--- config.mk ---
export PLATFORM = sky130hd
export DESIGN_NAME = lsu_arbiter_flat
export DESIGN_NICKNAME = d
export VERILOG_FILES = /design/src/rtl/lsu_pkg.sv /design/src/rtl/lsu_arbiter_if.sv /design/src/rtl/lsu_arb_rsp.sv /design/src/rtl/lsu_arbiter.sv /design/src/flat_wrapper.sv
export SDC_FILE = /design/constraint.sdc
export NUM_CORES = 1
export LEC_CHECK = 0
export CAP_MARGIN = 20
export CORE_AREA = 5 5 120 122
export DETAILED_ROUTE_END_ITERATION = 6
export DIE_AREA = 0 0 125 127
export DONT_BUFFER_PORTS = 1
export GPL_TIMING_DRIVEN = 1
export PLACE_DENSITY = 0.47
export SLEW_MARGIN = 20
export SYNTH_ARGS = -nofsm -noshare
export SYNTH_HDL_FRONTEND = slang
export SYNTH_SLANG_ARGS = --single-unit
--- constraint.sdc ---
create_clock -name i_clk -period 2.05 [get_ports i_clk]
set_input_delay 0.41 -clock i_clk [delete_from_list [all_inputs] [get_ports i_clk]]
set_output_delay 0.41 -clock i_clk [all_outputs]
set_load 0.01 [all_outputs]
--- src/rtl/lsu_pkg.sv ---
// Shared LSU request types and length encodings, used by the arbiter, the LSU
// and any future requester.
package lsu_pkg;

  localparam int NUM_PORTS = 2;

  localparam logic [1:0] S_BYTE = 2'b00;
  localparam logic [1:0] S_HALF = 2'b01;
  localparam logic [1:0] S_WORD = 2'b10;

  localparam logic [2:0] L_B  = 3'b000;
  localparam logic [2:0] L_H  = 3'b001;
  localparam logic [2:0] L_W  = 3'b010;
  localparam logic [2:0] L_BU = 3'b100;
  localparam logic [2:0] L_HU = 3'b101;

  typedef struct packed {
    logic        wren;
    logic [31:0] addr;
    logic [31:0] st_data;
    logic [1:0]  s_length;
    logic [2:0]  l_length;
    logic        l_unsigned;
  } lsu_req_t;

endpackage

--- src/rtl/lsu_arbiter_if.sv ---
// Requester/LSU bundle around the arbiter: master is the requester and LSU
// side, slave is the arbiter.
interface lsu_arbiter_if;
  logic        i_p0_req,      i_p1_req;
  logic        i_p0_wren,     i_p1_wren;
  logic [31:0] i_p0_addr,     i_p1_addr;
  logic [31:0] i_p0_st_data,  i_p1_st_data;
  logic [1:0]  i_p0_s_length, i_p1_s_length;
  logic [2:0]  i_p0_l_length, i_p1_l_length;
  logic        i_p0_l_unsigned, i_p1_l_unsigned;
  logic        o_p0_gnt,      o_p1_gnt;
  logic        o_p0_rsp_valid, o_p1_rsp_valid;
  logic [31:0] o_p0_rdata,    o_p1_rdata;
  logic [31:0] o_lsu_addr;
  logic        o_lsu_wren;
  logic [31:0] o_lsu_st_data;
  logic [1:0]  o_lsu_s_length;
  logic [2:0]  o_lsu_l_length;
  logic        o_lsu_l_unsigned;
  logic [31:0] i_lsu_ld_data;

  modport master (
    output i_p0_req, i_p1_req, i_p0_wren, i_p1_wren, i_p0_addr, i_p1_addr,
           i_p0_st_data, i_p1_st_data, i_p0_s_length, i_p1_s_length,
           i_p0_l_length, i_p1_l_length, i_p0_l_unsigned, i_p1_l_unsigned,
           i_lsu_ld_data,
    input  o_p0_gnt, o_p1_gnt, o_p0_rsp_valid, o_p1_rsp_valid,
           o_p0_rdata, o_p1_rdata, o_lsu_addr, o_lsu_wren, o_lsu_st_data,
           o_lsu_s_length, o_lsu_l_length, o_lsu_l_unsigned
  );

  modport slave (
    input  i_p0_req, i_p1_req, i_p0_wren, i_p1_wren, i_p0_addr, i_p1_addr,
           i_p0_st_data, i_p1_st_data, i_p0_s_length, i_p1_s_length,
           i_p0_l_length, i_p1_l_length, i_p0_l_unsigned, i_p1_l_unsigned,
           i_lsu_ld_data,
    output o_p0_gnt, o_p1_gnt, o_p0_rsp_valid, o_p1_rsp_valid,
           o_p0_rdata, o_p1_rdata, o_lsu_addr, o_lsu_wren, o_lsu_st_data,
           o_lsu_s_length, o_lsu_l_length, o_lsu_l_unsigned
  );
endinterface

--- src/rtl/lsu_arb_rsp.sv ---
// Per-port load response register: captures LSU load data at the end of a
// granted load cycle and flags it valid for one cycle.
module lsu_arb_rsp (
  input  logic        i_clk,
  input  logic        i_rst_n,
  input  logic        gnt,
  input  logic        wren,
  input  logic [31:0] ld_data,
  output logic        rsp_valid,
  output logic [31:0] rdata
);

  logic ld_hit;
  assign ld_hit = gnt & ~wren;

  always_ff @(posedge i_clk or negedge i_rst_n) begin
    if (!i_rst_n) begin
      rsp_valid <= 1'b0;
      rdata     <= '0;
    end else begin
      rsp_valid <= ld_hit;
      if (ld_hit) rdata <= ld_data;
    end
  end

endmodule

--- src/rtl/lsu_arbiter.sv ---
// Two-port LSU arbiter: port 0 fixed priority, port 1 protected from
// starvation by a saturating wait counter.
module lsu_arbiter
  import lsu_pkg::*;
#(
  parameter int MAX_WAIT = 4
) (
  input  logic i_clk,
  input  logic i_rst_n,
  lsu_arbiter_if.slave bus
);

  localparam logic [3:0] MAX_W = 4'(MAX_WAIT);

  lsu_req_t [NUM_PORTS-1:0]       req;
  logic     [NUM_PORTS-1:0]       req_v;
  logic     [NUM_PORTS-1:0]       gnt;
  logic     [NUM_PORTS-1:0]       wren;
  logic     [NUM_PORTS-1:0]       rsp_vld;
  logic     [NUM_PORTS-1:0][31:0] rsp_data;
  lsu_req_t                       sel;
  logic     [3:0]                 wait_cnt;
  logic                           starve;

  assign req_v  = {bus.i_p1_req, bus.i_p0_req};
  assign req[0] = '{wren: bus.i_p0_wren, addr: bus.i_p0_addr, st_data: bus.i_p0_st_data,
                    s_length: bus.i_p0_s_length, l_length: bus.i_p0_l_length,
                    l_unsigned: bus.i_p0_l_unsigned};
  assign req[1] = '{wren: bus.i_p1_wren, addr: bus.i_p1_addr, st_data: bus.i_p1_st_data,
                    s_length: bus.i_p1_s_length, l_length: bus.i_p1_l_length,
                    l_unsigned: bus.i_p1_l_unsigned};

  // Port 1 overrides port 0 only once it has been denied MAX_WAIT cycles in a row.
  assign starve = (wait_cnt == MAX_W);
  assign gnt[0] = req_v[0] & ~(req_v[1] & starve);
  assign gnt[1] = req_v[1] & ~gnt[0];

  always_ff @(posedge i_clk or negedge i_rst_n) begin
    if (!i_rst_n)                 wait_cnt <= '0;
    else if (!req_v[1] || gnt[1]) wait_cnt <= '0;
    else if (!starve)             wait_cnt <= wait_cnt + 4'd1;
  end

  always_comb begin
    sel = '0;
    if (gnt[0])      sel = req[0];
    else if (gnt[1]) sel = req[1];
  end

  assign bus.o_lsu_addr       = sel.addr;
  assign bus.o_lsu_wren       = sel.wren;
  assign bus.o_lsu_st_data    = sel.st_data;
  assign bus.o_lsu_s_length   = sel.s_length;
  assign bus.o_lsu_l_length   = sel.l_length;
  assign bus.o_lsu_l_unsigned = sel.l_unsigned;

  assign bus.o_p0_gnt = gnt[0];
  assign bus.o_p1_gnt = gnt[1];

  assign wren = {req[1].wren, req[0].wren};

  lsu_arb_rsp u_rsp [NUM_PORTS-1:0] (
    .i_clk     (i_clk),
    .i_rst_n   (i_rst_n),
    .gnt       (gnt),
    .wren      (wren),
    .ld_data   (bus.i_lsu_ld_data),
    .rsp_valid (rsp_vld),
    .rdata     (rsp_data)
  );

  assign bus.o_p0_rsp_valid = rsp_vld[0];
  assign bus.o_p1_rsp_valid = rsp_vld[1];
  assign bus.o_p0_rdata     = rsp_data[0];
  assign bus.o_p1_rdata     = rsp_data[1];

endmodule

--- src/flat_wrapper.sv ---
// flat-port wrapper written by rule: the top's interface ports become plain ports
module lsu_arbiter_flat import lsu_pkg::*;
#(
  parameter int MAX_WAIT = 4
)
  (i_clk, i_rst_n, bus_i_p0_req, bus_i_p1_req, bus_i_p0_wren, bus_i_p1_wren, bus_i_p0_addr, bus_i_p1_addr, bus_i_p0_st_data, bus_i_p1_st_data, bus_i_p0_s_length, bus_i_p1_s_length, bus_i_p0_l_length, bus_i_p1_l_length, bus_i_p0_l_unsigned, bus_i_p1_l_unsigned, bus_i_lsu_ld_data, bus_o_p0_gnt, bus_o_p1_gnt, bus_o_p0_rsp_valid, bus_o_p1_rsp_valid, bus_o_p0_rdata, bus_o_p1_rdata, bus_o_lsu_addr, bus_o_lsu_wren, bus_o_lsu_st_data, bus_o_lsu_s_length, bus_o_lsu_l_length, bus_o_lsu_l_unsigned);
  lsu_arbiter_if bus_i ();
  input  logic i_clk;
  input  logic i_rst_n;
  input wire logic [$bits(bus_i.i_p0_req)-1:0] bus_i_p0_req;
  input wire logic [$bits(bus_i.i_p1_req)-1:0] bus_i_p1_req;
  input wire logic [$bits(bus_i.i_p0_wren)-1:0] bus_i_p0_wren;
  input wire logic [$bits(bus_i.i_p1_wren)-1:0] bus_i_p1_wren;
  input wire logic [$bits(bus_i.i_p0_addr)-1:0] bus_i_p0_addr;
  input wire logic [$bits(bus_i.i_p1_addr)-1:0] bus_i_p1_addr;
  input wire logic [$bits(bus_i.i_p0_st_data)-1:0] bus_i_p0_st_data;
  input wire logic [$bits(bus_i.i_p1_st_data)-1:0] bus_i_p1_st_data;
  input wire logic [$bits(bus_i.i_p0_s_length)-1:0] bus_i_p0_s_length;
  input wire logic [$bits(bus_i.i_p1_s_length)-1:0] bus_i_p1_s_length;
  input wire logic [$bits(bus_i.i_p0_l_length)-1:0] bus_i_p0_l_length;
  input wire logic [$bits(bus_i.i_p1_l_length)-1:0] bus_i_p1_l_length;
  input wire logic [$bits(bus_i.i_p0_l_unsigned)-1:0] bus_i_p0_l_unsigned;
  input wire logic [$bits(bus_i.i_p1_l_unsigned)-1:0] bus_i_p1_l_unsigned;
  input wire logic [$bits(bus_i.i_lsu_ld_data)-1:0] bus_i_lsu_ld_data;
  output wire logic [$bits(bus_i.o_p0_gnt)-1:0] bus_o_p0_gnt;
  output wire logic [$bits(bus_i.o_p1_gnt)-1:0] bus_o_p1_gnt;
  output wire logic [$bits(bus_i.o_p0_rsp_valid)-1:0] bus_o_p0_rsp_valid;
  output wire logic [$bits(bus_i.o_p1_rsp_valid)-1:0] bus_o_p1_rsp_valid;
  output wire logic [$bits(bus_i.o_p0_rdata)-1:0] bus_o_p0_rdata;
  output wire logic [$bits(bus_i.o_p1_rdata)-1:0] bus_o_p1_rdata;
  output wire logic [$bits(bus_i.o_lsu_addr)-1:0] bus_o_lsu_addr;
  output wire logic [$bits(bus_i.o_lsu_wren)-1:0] bus_o_lsu_wren;
  output wire logic [$bits(bus_i.o_lsu_st_data)-1:0] bus_o_lsu_st_data;
  output wire logic [$bits(bus_i.o_lsu_s_length)-1:0] bus_o_lsu_s_length;
  output wire logic [$bits(bus_i.o_lsu_l_length)-1:0] bus_o_lsu_l_length;
  output wire logic [$bits(bus_i.o_lsu_l_unsigned)-1:0] bus_o_lsu_l_unsigned;
  assign bus_i.i_p0_req = bus_i_p0_req;
  assign bus_i.i_p1_req = bus_i_p1_req;
  assign bus_i.i_p0_wren = bus_i_p0_wren;
  assign bus_i.i_p1_wren = bus_i_p1_wren;
  assign bus_i.i_p0_addr = bus_i_p0_addr;
  assign bus_i.i_p1_addr = bus_i_p1_addr;
  assign bus_i.i_p0_st_data = bus_i_p0_st_data;
  assign bus_i.i_p1_st_data = bus_i_p1_st_data;
  assign bus_i.i_p0_s_length = bus_i_p0_s_length;
  assign bus_i.i_p1_s_length = bus_i_p1_s_length;
  assign bus_i.i_p0_l_length = bus_i_p0_l_length;
  assign bus_i.i_p1_l_length = bus_i_p1_l_length;
  assign bus_i.i_p0_l_unsigned = bus_i_p0_l_unsigned;
  assign bus_i.i_p1_l_unsigned = bus_i_p1_l_unsigned;
  assign bus_i.i_lsu_ld_data = bus_i_lsu_ld_data;
  assign bus_o_p0_gnt = bus_i.o_p0_gnt;
  assign bus_o_p1_gnt = bus_i.o_p1_gnt;
  assign bus_o_p0_rsp_valid = bus_i.o_p0_rsp_valid;
  assign bus_o_p1_rsp_valid = bus_i.o_p1_rsp_valid;
  assign bus_o_p0_rdata = bus_i.o_p0_rdata;
  assign bus_o_p1_rdata = bus_i.o_p1_rdata;
  assign bus_o_lsu_addr = bus_i.o_lsu_addr;
  assign bus_o_lsu_wren = bus_i.o_lsu_wren;
  assign bus_o_lsu_st_data = bus_i.o_lsu_st_data;
  assign bus_o_lsu_s_length = bus_i.o_lsu_s_length;
  assign bus_o_lsu_l_length = bus_i.o_lsu_l_length;
  assign bus_o_lsu_l_unsigned = bus_i.o_lsu_l_unsigned;
  lsu_arbiter #(.MAX_WAIT(MAX_WAIT)) u_core (.i_clk(i_clk), .i_rst_n(i_rst_n), .bus(bus_i));
endmodule
== Word-level counts from Yosys, hierarchy flattened ==
Index checks and enable logic that the tools add are counted.
Word-level totals
  memories kept: 0
  register bits after elaboration: 70
  input bits: 178
  ROM bits: 0
  bits in latches: 0
  memory bits (writable): 0
Operators by class
  magnitude comparators: 0
  add/subtract/negate cells: 1
  divide/modulo/power cells: 0
  equality and inequality tests: 2
  shift-type cells: 0
  $mul: 0
  bitwise operators: 9
  multiplexer cells: 4
  reductions and logical operators: 2
Operator list (count)
  71-bit two-way mux: 2
  4-bit two-way mux: 2
  1-bit AND: 5
  4-bit by 1-bit adder with 4-bit output, second input constant: 1
  4-bit by 3-bit equality test with 1-bit output, second input constant: 1
  1-bit inverter: 4
  2-bit != test, second input constant: 1
  1-bit logical NOT: 1
  1-bit logical OR: 1

== Longest topological paths before layout ==
Gate-level depths: netlist of run 1.
  depth after elaboration: 8
  depth in mapped cells: 8
  mapped depth without buffers: 6

== Hierarchy ==
From an unflattened synthesis of run 1, not the netlist that was laid out.
Unflattened totals
  cells, all modules: 403
  area total of the unflattened synthesis: 4113.9 µm²
By module, submodules not included
  lsu_arb_rsp: sequential area each 825.8 µm², instances 2, cells an instance 70, area an instance 1380.1 µm²
  lsu_arbiter: sequential area each 100.1 µm², instances 1, cells an instance 263, area an instance 1353.8 µm²

== Worst setup path after synthesis of run 1 ==
Ideal clock, no wire load.
  kind: register to output
  start: register u_core.wait_cnt[0]
  end: output port bus_o_lsu_addr[23]
  required time: 1.640 ns
  data arrival time: 1.563 ns
  cell stages (with the launch flop): 9
  path buffers: 2
  setup slack: 0.077 ns
  cell sequence: dfrtp_1 inv_1 ha_1 nand4b_1 buf_4 nand2_2 clkinv_1 buf_2 o21ai_0
On the way
  longest elaborated chain between the ends: 8
RTL lines
  start: declaration: RTL line lsu_arbiter.sv:22  | logic [3:0] wait_cnt;
  start signal: assignment: RTL line lsu_arbiter.sv:41  | else if (!starve) wait_cnt <= wait_cnt + 4'd1;
  4-bit by 3-bit equality test with 1-bit output (*): RTL line lsu_arbiter.sv:34  | assign starve = (wait_cnt == MAX_W);
  1-bit AND (*): RTL line lsu_arbiter.sv:35  | assign gnt[0] = req_v[0] & ~(req_v[1] & starve);
  1-bit inverter (*): RTL line lsu_arbiter.sv:35
  1-bit AND (*): RTL line lsu_arbiter.sv:35
  named net bus_o_p0_gnt: RTL line flat_wrapper.sv:25  | output wire logic [$bits(bus_i.o_p0_gnt)-1:0] bus_o_p0_gnt;
  1-bit inverter: RTL line lsu_arbiter.sv:36  | assign gnt[1] = req_v[1] & ~gnt[0];
  1-bit AND: RTL line lsu_arbiter.sv:36
  71-bit two-way mux: RTL line lsu_arbiter.sv:47  | else if (gnt[1]) sel = req[1];
  71-bit two-way mux (*): RTL line lsu_arbiter.sv:46  | if (gnt[0]) sel = req[0];
  end: declaration: RTL line flat_wrapper.sv:31  | output wire logic [$bits(bus_i.o_lsu_addr)-1:0] bus_o_lsu_addr;
The timed path passes the listed nets; every way through them passes the cells marked *.

== Worst setup path after layout of run 1 ==
  start: register u_core.wait_cnt[0]
  end: output port bus_o_lsu_st_data[12]
On the way
  longest elaborated chain between the ends: 8
RTL lines
  4-bit by 3-bit equality test with 1-bit output (*): RTL line lsu_arbiter.sv:34
  1-bit AND (*): RTL line lsu_arbiter.sv:35
  1-bit inverter (*): RTL line lsu_arbiter.sv:35
  1-bit AND (*): RTL line lsu_arbiter.sv:35
  1-bit inverter: RTL line lsu_arbiter.sv:36
  1-bit AND: RTL line lsu_arbiter.sv:36
  71-bit two-way mux: RTL line lsu_arbiter.sv:47
  71-bit two-way mux (*): RTL line lsu_arbiter.sv:46
  end: declaration: RTL line flat_wrapper.sv:33  | output wire logic [$bits(bus_i.o_lsu_st_data)-1:0] bus_o_lsu_st_data;
Every way passes the cells marked *; elsewhere a longest branch is shown, timed or not.

==> load_flow_metrics.sql, run 1 <==
INSERT INTO impl_metrics (metric_group, metric, value, unit) VALUES
('outcome', 'outcome', 'finished, violations left', ''),
('outcome', 'violated_checks', 'negative hold slack, negative setup slack', ''),
('cts', 'cts_made_buffers', '9', ''),
('cts', 'clock-root-buffer', 'clkbuf_16', ''),
('placed_design', 'place.port_buffers', '0', ''),
('finish', 'antennaDiodeCount', '0', ''),
('yosys', 'synthesis.nets', '583', ''),
('finish', 'finish.net_count', '667', ''),
('yosys', 'post_synth_instance_area', '0.00383', 'mm2'),
('sta', 'whs', '-0.222', 'ns'),
('yosys', 'ys_async_sr_fraction', '100', '%'),
('yosys', 'post_synth_num_cell_types', '27', ''),
('route', 'drc_errors', '0', ''),
('sta', 'rsz0062_at_grt', 'true', ''),
('placed_design', 'place_hpwl', '11300', 'um'),
('finish', 'area_growth_syn_to_layout', '48.4', '%'),
('setup_path', 'worstReg2RegEnd', 'u_core.u_rsp[0].rdata[7]', ''),
('finish', 'layout.filler_cells', '1230', ''),
('die', 'floorplan.initialDensity', '29.3', '%'),
('global_routing', 'grt_start_max_net_pins', '77', ''),
('power', 'ir_drop', '0.546', 'mV'),
('setup_path', 'path_class', 'flop to output port', ''),
('sta', 'final_hold_violations', '70', ''),
('route', 'number_of_vias_per_cell', '5.39', ''),
('setup_path', 'setup.worst_path.end', 'bus_o_lsu_st_data[12]', ''),
('global_routing', 'antenna_found_initial', '0', ''),
('sta', 'fin_crit_sh', '113', '%'),
('finish', 'flip_flop_and_latch_area', '0.00175', 'mm2'),
('sta', 'finClkSkew', '0.00625', 'ns'),
('yosys', 'synth.yosys.warnings', '0', ''),
('sta', 'final_max_slew_viol_count', '0', ''),
('sta', 'setup-violations-final', '73', ''),
('placed_design', 'dp_cells', '636', ''),
('route', 'vias', '3599', ''),
('global_routing', 'grtUsageTotal', '17.3', '%'),
('yosys', 'synth_compound_area_share', '9.50', '%'),
('yosys', 'simple_gate_share_of_the_synthesized_area', '18.3', '%'),
('global_routing', 'overflow', '0', ''),
('yosys', 'postSynth.topFlopCell', 'dfrtp_1', ''),
('yosys', 'synth_enable_flop_cells', '0', ''),
('finish', 'drive_above_1_share', '54.5', '%'),
('power', 'p_per_area', '757', 'mW/mm2'),
('yosys', 'post_synth_mux_area_share', '20.6', '%'),
('sta', 'worst_path_setup_slack_after_routing', '-0.257', 'ns'),
('cts', 'clk_pin_slew', '0.06', 'ns'),
('setup_path', 'cp-start-kind', 'flop', ''),
('yosys', 'synth_sequential_area_ratio', '45.7', '%'),
('sta', 'fmax', '433', 'MHz'),
('sta', 'worst_case_headroom_to_the_max_slew_limit', '83.1', '%'),
('route', 'initialDrtViolationCount', '194', ''),
('setup_path', 'crit_arrival', '1.90', 'ns'),
('flow_run', 'max_cap_viol', '0', ''),
('die', 'die-area', '0.0159', 'mm2'),
('sta', 'worst-slew-pin-transition', '0.251', 'ns'),
('global_routing', 'first_global_vias', '3574', ''),
('setup_path', 'worst_setup_end_kind', 'output port', ''),
('cts', 'cts.htree.levels', '3', ''),
('route', 'routed_wirelength', '15700', 'um'),
('die', 'pin_count', '317', ''),
('finish', 'layout.cells.most_common', 'buf_4', ''),
('setup_path', 'max_fo_critical_path', '12', ''),
('sta', 'finalCriticalPeriod', '2.31', 'ns'),
('setup_path', 'timing.reg2reg.worst_path_depth', '8', ''),
('finish', 'multiInputGateArea', '0.00226', 'mm2'),
('yosys', 'synth_seq_cells', '70', ''),
('setup_path', 'crit_required', '1.64', 'ns'),
('route', 'avgRoutedWirePerCell', '23.5', 'um'),
('finish', 'final_cell_mix', 'buf_4 (77), nand2_1 (71), dfrtp_1 (70)', ''),
('yosys', 'synth-xor-area-share', '0.457', '%'),
('yosys', 'synth-adder-area-share', '0.653', '%'),
('placed_design', 'dp_worst_setup_slack', '-0.153', 'ns');
==> area by class of cell <==
class | instances | share of cell area (%)
multi-input combinational | 293 | 39.7
sequential | 70 | 30.8
timing repair buffer | 109 | 19.8
clock buffer | 10 | 4.20
tap | 176 | 3.87
clock inverter | 6 | 1.21
inverter | 4 | 0.396
==> state kept, by name (all words and copies together) (netlist names) <==
name,flops
u_core.u_rsp.rsp_valid,2
u_core.u_rsp.rdata,64
u_core.wait_cnt,4
==> stage by stage <==
stage          power (uW)  area [um2]  util (%)  TNS (ns)
2_1_floorplan        2310        3830         -         0
6_report             4300        5690      43.5    -14.24
4_1_cts              4240        5110      39.0    -15.20
5_1_grt              4510        5690      43.5    -19.75
3_3_place_gp         2600        4650      35.6   -0.0614
3_5_place_dp         2610        4650      35.6    -0.217
==> how the worst min path moves through the flow <==
stage,start,end,cells after the start,slack [ns]
after detailed placement,i_rst_n,u_core.u_rsp[1].rdata[11],0,0.12
after floorplan,i_rst_n,u_core.u_rsp[0].rdata[0],0,0.11
after global placement,i_rst_n,u_core.u_rsp[1].rdata[13],0,0.12
after CTS,i_rst_n,u_core.u_rsp[1].rdata[13],0,-0.24
final,i_rst_n,u_core.u_rsp[1].rdata[13],0,-0.22
after global routing,i_rst_n,u_core.u_rsp[1].rdata[13],0,-0.24
==> routing by layer <==
layer  wire length [um]  GRT usage, %  vias up
li1                   -             -     1576
met1               6010          20.7     1774
met2               7860          29.3      215
met3               1440          6.30       34
met4                413          4.97        0
met5                  0             0        -
==> worst max-delay path, stage by stage (launching register included) <==
cell and delay, ns:
dfrtp_1 0.38, inv_1 0.06, ha_2 0.17, nand4b_1 0.15, nand2_2 0.14, inv_4 0.07
buf_12 0.15, buf_12 0.15, o21ai_2 0.15, buf_4 0.14
==> synthesized netlist by cell type, types with 2 or more instances <==
| library cell | n | area, um2 |
|---|---|---|
| buf_2 | 3 | 15.0 |
| buf_4 | 4 | 30.0 |
| buf_6 | 2 | 22.5 |
| clkbuf_1 | 26 | 97.6 |
| dfrtp_1 | 70 | 1750 |
| ha_1 | 2 | 25.0 |
| inv_1 | 2 | 7.51 |
| mux2_2 | 46 | 518 |
| mux2_4 | 18 | 270 |
| nand2_1 | 71 | 267 |
| nand3_1 | 72 | 360 |
| nor2_1 | 3 | 11.3 |
| o21ai_0 | 70 | 350 |
==> repair_timing <==
| action | CTS | global route |
|---|---|---|
| setup buffers | 3 | 3 |
| setup endpoints to repair | 72 | 73 |
| cloned | 1 | 9 |
| gates resized for setup | 81 | 100 |
| pin swaps | 3 | 11 |
| endpoints found under the hold margin | 70 | 70 |
==> power by group <==
group          total [uW]  switching, uW  leakage (uW)  internal (uW)
sequential           1880            278      0.000835           1600
combinational         857            359       0.00156            498
clock                1570            589      0.000149            981
==> cell families after synthesis <==
| family | count (synthesis) |
|---|---|
| AND/OR/NAND/NOR | 153 |
| buffers and inverters | 40 |
| multiplexers | 64 |
| AO/OA/AOI/OAI | 72 |
| flip-flops | 70 |
| adder cells (fa/ha/maj) | 2 |
| XOR/XNOR | 2 |
No activity file was read; power rests on OpenSTA's default activity.
==> run 2, diff against run 1 <==
Settings changed: GPL_TIMING_DRIVEN 1 to unset, HOLD_SLACK_MARGIN set to 0.15.
==> results of run 2 <==
Final layout, timing and power as in run 1 (identical DEF).
